$ cat src/rtl/uart_tx.sv
// UART transmitter: 8N1 frames (8E1 when UART_TX_PARITY_EN is defined), LSB first,
// with a one-byte holding register so back-to-back frames leave no idle gap.
module uart_tx #(
  parameter int UART_BPS = 9600,
  parameter int CLK_FREQ = 50_000_000
) (
  input  logic       sys_clk,
  input  logic       sys_rst,
  input  logic [7:0] pi_data,
  input  logic       pi_flag,
  output logic       tx_ready,
  output logic       tx_busy,
  output logic       tx
);

  localparam int          BAUD_CNT_MAX = CLK_FREQ / UART_BPS;
  localparam logic [15:0] BAUD_LAST    = 16'(BAUD_CNT_MAX - 1);

  typedef enum logic [2:0] {
    IDLE,
    START,
    DATA,
`ifdef UART_TX_PARITY_EN
    PARITY,
`endif
    STOP
  } state_e;

  state_e      state_q, state_d;
  logic [15:0] baud_cnt_q, baud_cnt_d;
  logic [2:0]  bit_idx_q, bit_idx_d;
  logic [7:0]  shift_q, shift_d;
  logic [7:0]  hold_data_q, hold_data_d;
  logic        hold_valid_q, hold_valid_d;
  logic        tx_q, tx_d;
`ifdef UART_TX_PARITY_EN
  logic        parity_q, parity_d;
`endif

  logic bit_done;
  logic accept;
  logic load;

  assign bit_done = (state_q != IDLE) && (baud_cnt_q == BAUD_LAST);
  assign accept   = pi_flag && !hold_valid_q;
  // A held byte starts a frame from IDLE, or straight after the last stop-bit clock.
  assign load     = hold_valid_q && ((state_q == IDLE) || ((state_q == STOP) && bit_done));

  // NOTE: sequential state uses non-blocking assignments so every flop samples
  // the pre-edge values computed by the combinational processes.
  always_ff @(posedge sys_clk or posedge sys_rst) begin
    if (sys_rst) begin
      state_q      <= IDLE;
      baud_cnt_q   <= '0;
      bit_idx_q    <= '0;
      shift_q      <= '0;
      hold_data_q  <= '0;
      hold_valid_q <= 1'b0;
      tx_q         <= 1'b1;
`ifdef UART_TX_PARITY_EN
      parity_q     <= 1'b0;
`endif
    end else begin
      state_q      <= state_d;
      baud_cnt_q   <= baud_cnt_d;
      bit_idx_q    <= bit_idx_d;
      shift_q      <= shift_d;
      hold_data_q  <= hold_data_d;
      hold_valid_q <= hold_valid_d;
      tx_q         <= tx_d;
`ifdef UART_TX_PARITY_EN
      parity_q     <= parity_d;
`endif
    end
  end

  // NOTE: every signal assigned in always_comb gets a default first, so no
  // path through the case statements can infer a latch.
  always_comb begin
    state_d = state_q;
    unique case (state_q)
      IDLE:  if (hold_valid_q) state_d = START;
      START: if (bit_done) state_d = DATA;
`ifdef UART_TX_PARITY_EN
      DATA:   if (bit_done && bit_idx_q == 3'd7) state_d = PARITY;
      PARITY: if (bit_done) state_d = STOP;
`else
      DATA:   if (bit_done && bit_idx_q == 3'd7) state_d = STOP;
`endif
      STOP:  if (bit_done) state_d = hold_valid_q ? START : IDLE;
      default: state_d = IDLE;
    endcase
  end

  always_comb begin
    baud_cnt_d   = (state_q == IDLE || bit_done) ? 16'd0 : baud_cnt_q + 16'd1;
    bit_idx_d    = bit_idx_q;
    shift_d      = shift_q;
    hold_data_d  = hold_data_q;
    hold_valid_d = hold_valid_q;
    tx_d         = tx_q;
`ifdef UART_TX_PARITY_EN
    parity_d     = parity_q;
`endif

    if (accept) begin
      hold_data_d  = pi_data;
      hold_valid_d = 1'b1;
    end

    if (load) begin
      shift_d      = hold_data_q;
      hold_valid_d = 1'b0;
      bit_idx_d    = 3'd0;
      tx_d         = 1'b0;
`ifdef UART_TX_PARITY_EN
      parity_d     = ^hold_data_q;
`endif
    end else if (bit_done) begin
      unique case (state_q)
        START: tx_d = shift_q[0];
        DATA: begin
          if (bit_idx_q == 3'd7) begin
            bit_idx_d = 3'd0;
`ifdef UART_TX_PARITY_EN
            tx_d      = parity_q;
`else
            tx_d      = 1'b1;
`endif
          end else begin
            bit_idx_d = bit_idx_q + 3'd1;
            shift_d   = shift_q >> 1;
            tx_d      = shift_q[1];
          end
        end
        default: tx_d = 1'b1;
      endcase
    end
  end

  always_comb begin
    tx       = tx_q;
    tx_ready = !hold_valid_q;
    tx_busy  = (state_q != IDLE) || hold_valid_q;
  end

endmodule

$ cat config.mk
export PLATFORM = sky130hd
export DESIGN_NAME = uart_tx
export DESIGN_NICKNAME = d
export VERILOG_FILES = /design/src/rtl/uart_tx.sv
export SDC_FILE = /design/constraint.sdc
export NUM_CORES = 1
export LEC_CHECK = 0
export BUFFER_PORTS_ARGS = -buffer_cell sky130_fd_sc_hd__buf_2
export CAP_MARGIN = 20
export CELL_PAD_IN_SITES_DETAIL_PLACEMENT = 0
export CELL_PAD_IN_SITES_GLOBAL_PLACEMENT = 1
export CORE_MARGIN = 2
export CORE_UTILIZATION = 48
export CTS_CLUSTER_DIAMETER = 200
export CTS_CLUSTER_SIZE = 30
export DETAILED_ROUTE_END_ITERATION = 12
export PLACE_DENSITY = 0.83
export REMOVE_ABC_BUFFERS = 1
export SYNTH_ARGS = -nofsm -noshare
export SYNTH_HDL_FRONTEND = slang
export SYNTH_SLANG_ARGS = --single-unit
$ cat constraint.sdc
create_clock -name sys_clk -period 2.19 [get_ports sys_clk]
set_input_delay 0.3285 -clock sys_clk [delete_from_list [all_inputs] [get_ports sys_clk]]
set_output_delay 0.3285 -clock sys_clk [all_outputs]
set_load 0.01 [all_outputs]
### Yosys cells after proc, flatten, opt, wreduce, memory -nomap -nowiden

Cells that the tools add are included.

* flip-flop bits (word level): 40
* latch bits: 0
* bits in writable memories: 0
* bits in read-only memories: 0
* input port bits: 11
* output and inout port bits: 3
* logic and storage cells: 57
* memories: 0

* add/subtract/negate cells: 2
* multiply operators: 0
* div/mod/pow operators: 0
* order comparisons: 0
* eq/ne operators: 10
* shifts and indexed selects: 0
* multiplexer cells: 21
* bitwise gates (word level): 0
* reduce and logical (&&, ||, !) cells: 17

Operator list (number)
* two-way mux 8 bit: 4
* two-way mux 3 bit: 8
* adder 16 x 1 -> 16 bit, second input constant: 1
* == test 16 x 13 -> 1 bit, second input constant: 1
* two-way mux 16 bit: 1
* case mux 3 bit (4 select lines): 1
* != test 2 bit, second input constant: 5
* == test 3 x 2 -> 1 bit, second input constant: 2
* two-way mux 1 bit: 6
* nonzero test 2 bit: 3
* logical AND 1 bit: 5
* AND reduction 4 bit: 1
* adder 3 x 1 -> 3 bit, second input constant: 1
* == test 3 x 1 -> 1 bit, second input constant: 1
* == test 3 bit, second input constant: 1
* zero test 3 bit: 1
* logical OR 1 bit: 3
* AND reduction 3 bit: 1
* nonzero test 3 bit: 1
* case mux 1 bit (2 select lines): 1
* AND reduction 2 bit: 1
* zero test 1 bit: 1

### Logic depth before layout (Yosys ltp)

* depth after elaboration: 7
* gate-level depth with buffers: 8

### Worst setup path after synthesis

OpenSTA, ideal clock, no wires.

* path type: register to register
* start point: reg state_q[0]
* end point: reg shift_q[0]
* library setup time: 0.123 ns
* arrival time: 1.715 ns
* data required time: 2.067 ns
* slack: 0.352 ns
* cell stages (with the launch flop): 8
* path buffers: 1
* period minus slack after synthesis: 1.838 ns
* path through: dfrtp_1 > inv_1 > ha_1 > nor4b_1 > nand4_2 > and2_0 > clkbuf_2 > o221a_2

* cells in the longest elaborated chain, start to end: 7

Ends and longest elaborated chain
* start, declared: RTL line 29 `state_e state_q, state_d;`
* start signal, assigned: RTL line 64 `state_q <= state_d;`
* nonzero test 3 bit: RTL line 44 `assign bit_done = (state_q != IDLE) && (baud_cnt_q == BAUD_LAST);`
* logical AND 1 bit: RTL line 44
* logical AND 1 bit: RTL line 47 `assign load = hold_valid_q && ((state_q == IDLE) || ((state_q == STOP) && bit_done));`
* logical OR 1 bit: RTL line 47
* logical AND 1 bit: RTL line 47
* != test 2 bit (no source line) or nonzero test 2 bit (tied branches)
* AND reduction 3 bit (no source line)
* end signal, assigned: RTL line 67 `shift_q <= shift_d;`
* end, declared: RTL line 32 `logic [7:0] shift_q, shift_d;`

Parallel ways exist; a longest one is shown, timed or not.
A chain may end at the register's enable or synchronous reset.

### Worst setup path in the final report

* start point: reg state_q[0]
* end point: reg shift_q[5]

Same word-level chain as after synthesis.

==> impl_results.md <==
- Status: complete, no violations
- Setup TNS: 0 ps
- Vias: 1,578
- Final setup viols: 0
- Final Cycle Share: 91.7%
- Post-CTS setup buffer count: 0
- Distinct cells, synth: 46
- Cell area after synthesis: 2150 um^2
- Global-route wire length before repair: 7660 um
- Clock Skew: 10.2 ps
- Clk sinks: 39
- Worst skew pair latency: 280 ps
- Routed len/inst: 16.6 um
- WS Path Type: register to register
- Die height: 70.9 um
- Worst Setup End Kind: register
- CP peak stage delay: 430 ps
- Initial Util: 49.6%
- Least-Margin Pin Slew: 545 ps
- Routed wire length: 4410 um
- # DRC: 0
- Unrepaired setup endpoints after global routing: false
- Aggregate global-route resource usage: 19.3%
- Largest net degree at the start of global routing: 40
- Fmax: 498 MHz
- Worst-path clk slew: 70 ps
- HP Class: primary input to async pin
- Area of the core: 4320 um^2
- Seq/Total Area, Yosys: 45.5%
- Clock tree buffer depth: 2
- Post-route ant nets: 0
- Number of global-route vias before repair: 1,631
- Drt initial violations: 139
- CP max stage cell: o31ai_4
- Post-synth EDFFs: 0
- Vias per std cell: 5.93
- Critical Path Source Type: register
- CTS root buf: clkbuf_8
- Die area: 5020 um^2
- Worst path cell trace: inv_1 > ha_1 > nor2b_1 > a21oi_1 > o31ai_4 > o221a_2
- CP Data Required Time: 2410 ps
- Drt pass-1 iters: 4
- Area after DPL: 2270 um^2
- PortBufs: 13
- Clock share of power: 36.0%
- Total power: 1.47 mW
- Max Cap Viol: 0
- Ys async rst share: 100%
- Sequential Power Share: 57.0%
- P per Cell Area: 618 nW/um^2
- Num ports: 14
- Row Count: 24
- Slew HR: 63.6%
- Final non-filler cell total: 266
- Reg2reg setup slack: 180 ps
- Initial antenna violation count: 0
- Tmin final: 2010 ps
- Share of cells above drive strength 1: 25.2%
- P_leak: 1.06 nW
- Nets: 231
- Worst EP arrival: 2230 ps
- Final Cell Area: 2380 um^2
- Synth Flop Type: dfrtp_1
- DP HPWL: 3080 um
- Switch Pwr: 331 uW
- Switching share of power: 22.5%
- Diode count: 0
- Cells after DPL: 258
- Final hold viol count: 0
- Final max-slew violation count: 0
- Critical path buffers and inverters: 1
- Synth warn: 0
- Synth Register Bits: 39
- Die W: 70.9 um
- Worst VDD drop: 0.000359 V
- P_int: 1.14 mW
- Synth Instances: 195
- CTS HTree Levels: 2
- GRT overflow: 0
- Cell family with most CP delay: compound AO/OA/AOI/OAI gates
- TritonCTS clock tree: done
- Logic pwr share: 7.0%
- Critical path peak fanout: 8
- Num CTS Buffers: 5
- Synth-to-Final Area Change: 10.9%
- Post-route core utilization: 55.0%
- Avg Inst Size Synth: 11.0 um^2
- RePlAce Congestion: 0.770
## logic make-up after synthesis
kind of cell / count (synthesis) / synth area share [%]
compound gates: 36 / 14.1
xor+xnor: 12 / 4.90
fa+ha+maj: 7 / 4.08
buf+inv: 16 / 3.79
flops: 39 / 45.5
mux: 11 / 5.77
simple gates: 74 / 21.8
## placed cells by master (no fill, tap or decap), types with 7 or more instances in the layout
master and n:
dfrtp_1 38, nor2_1 16, buf_2 13, mux2_2 11, xor2_1 11, nand2_1 10
a21oi_1 7, or3_1 7, inv_1 7, ha_1 7, clkbuf_8 7, buf_4 7
## timing repair
item / 4_1_cts / 5_1_grt
resized for setup: 0 / 2
hold buffers: 0 / 0
endpoints found under the setup margin: 0 / 8
## layer usage
metal	routed length [um]	vias up	global-route usage, %
met5	0	-	0
met2	2120	25	31.2
met4	48	0	6.50
met1	2120	794	26.8
met3	125	5	2.99
li1	-	754	-
## power by group through the flow
stage / clock network [mW] / logic [mW] / registers (mW)
detailed placement: 0 / 0.106 / 0.852
floorplan: 0 / 0.0814 / 0.834
finish: 0.529 / 0.103 / 0.837
CTS: 0.546 / 0.106 / 0.837
global placement: 0 / 0.100 / 0.847
global route: 0.579 / 0.119 / 0.848
## sequential cells by signal (all words and copies together) (netlist names)
signal / flops
bit_idx_q: 3
baud_cnt_q: 16
hold_valid_q: 1
shift_q: 8
hold_data_q: 8
state_q: 2
tx: 1
## worst min-delay path, delay by kind of cell
kind | cells | cell delay (ps)
buffers and inverters | 3 | 540
## stage by stage
stage / worst slack, ps / hold WS (ps)
3_5_place_dp: 27.6 / 456
2_1_floorplan: 238 / 424
4_1_cts: 25.5 / 171
6_report: 182 / 148
5_1_grt: 37.8 / 213
3_3_place_gp: 246 / 436
## cells in the mapped netlist (all sizes together) (7+ instances only)
master  number  share of area [%]
inv          7                1.2
xor2        11                4.5
ha           7                4.1
nor2        16                2.8
a21oi        7                1.6
nand2       11                2.3
or3          7                2.0
mux2        11                5.8
dfrtp       38                 44
nand4        8                2.9
## path summary, 6_finish.rpt
path	end	startpoint	depth (start not counted)
setup / recovery	shift_q[5]	state_q[0]	6
hold / removal	hold_data_q[4]	sys_rst	3
setup reg to reg	shift_q[5]	state_q[0]	6
hold reg to reg	baud_cnt_q[0]	baud_cnt_q[0]	1
max in group asynchronous	tx	sys_rst	3
min in group sys_clk	hold_data_q[0]	pi_data[0]	2
## area by class of cell
cell class,count,area [um^2]
Fill cell,386,1940
Multi-Input combinational cell,140,1090
Sequential cell,39,977
Timing Repair Buffer,20,118
Clock buffer,8,100
Tap cell,52,65.1
Inverter,7,26.3
No activity file was read; power rests on OpenSTA's default activity.
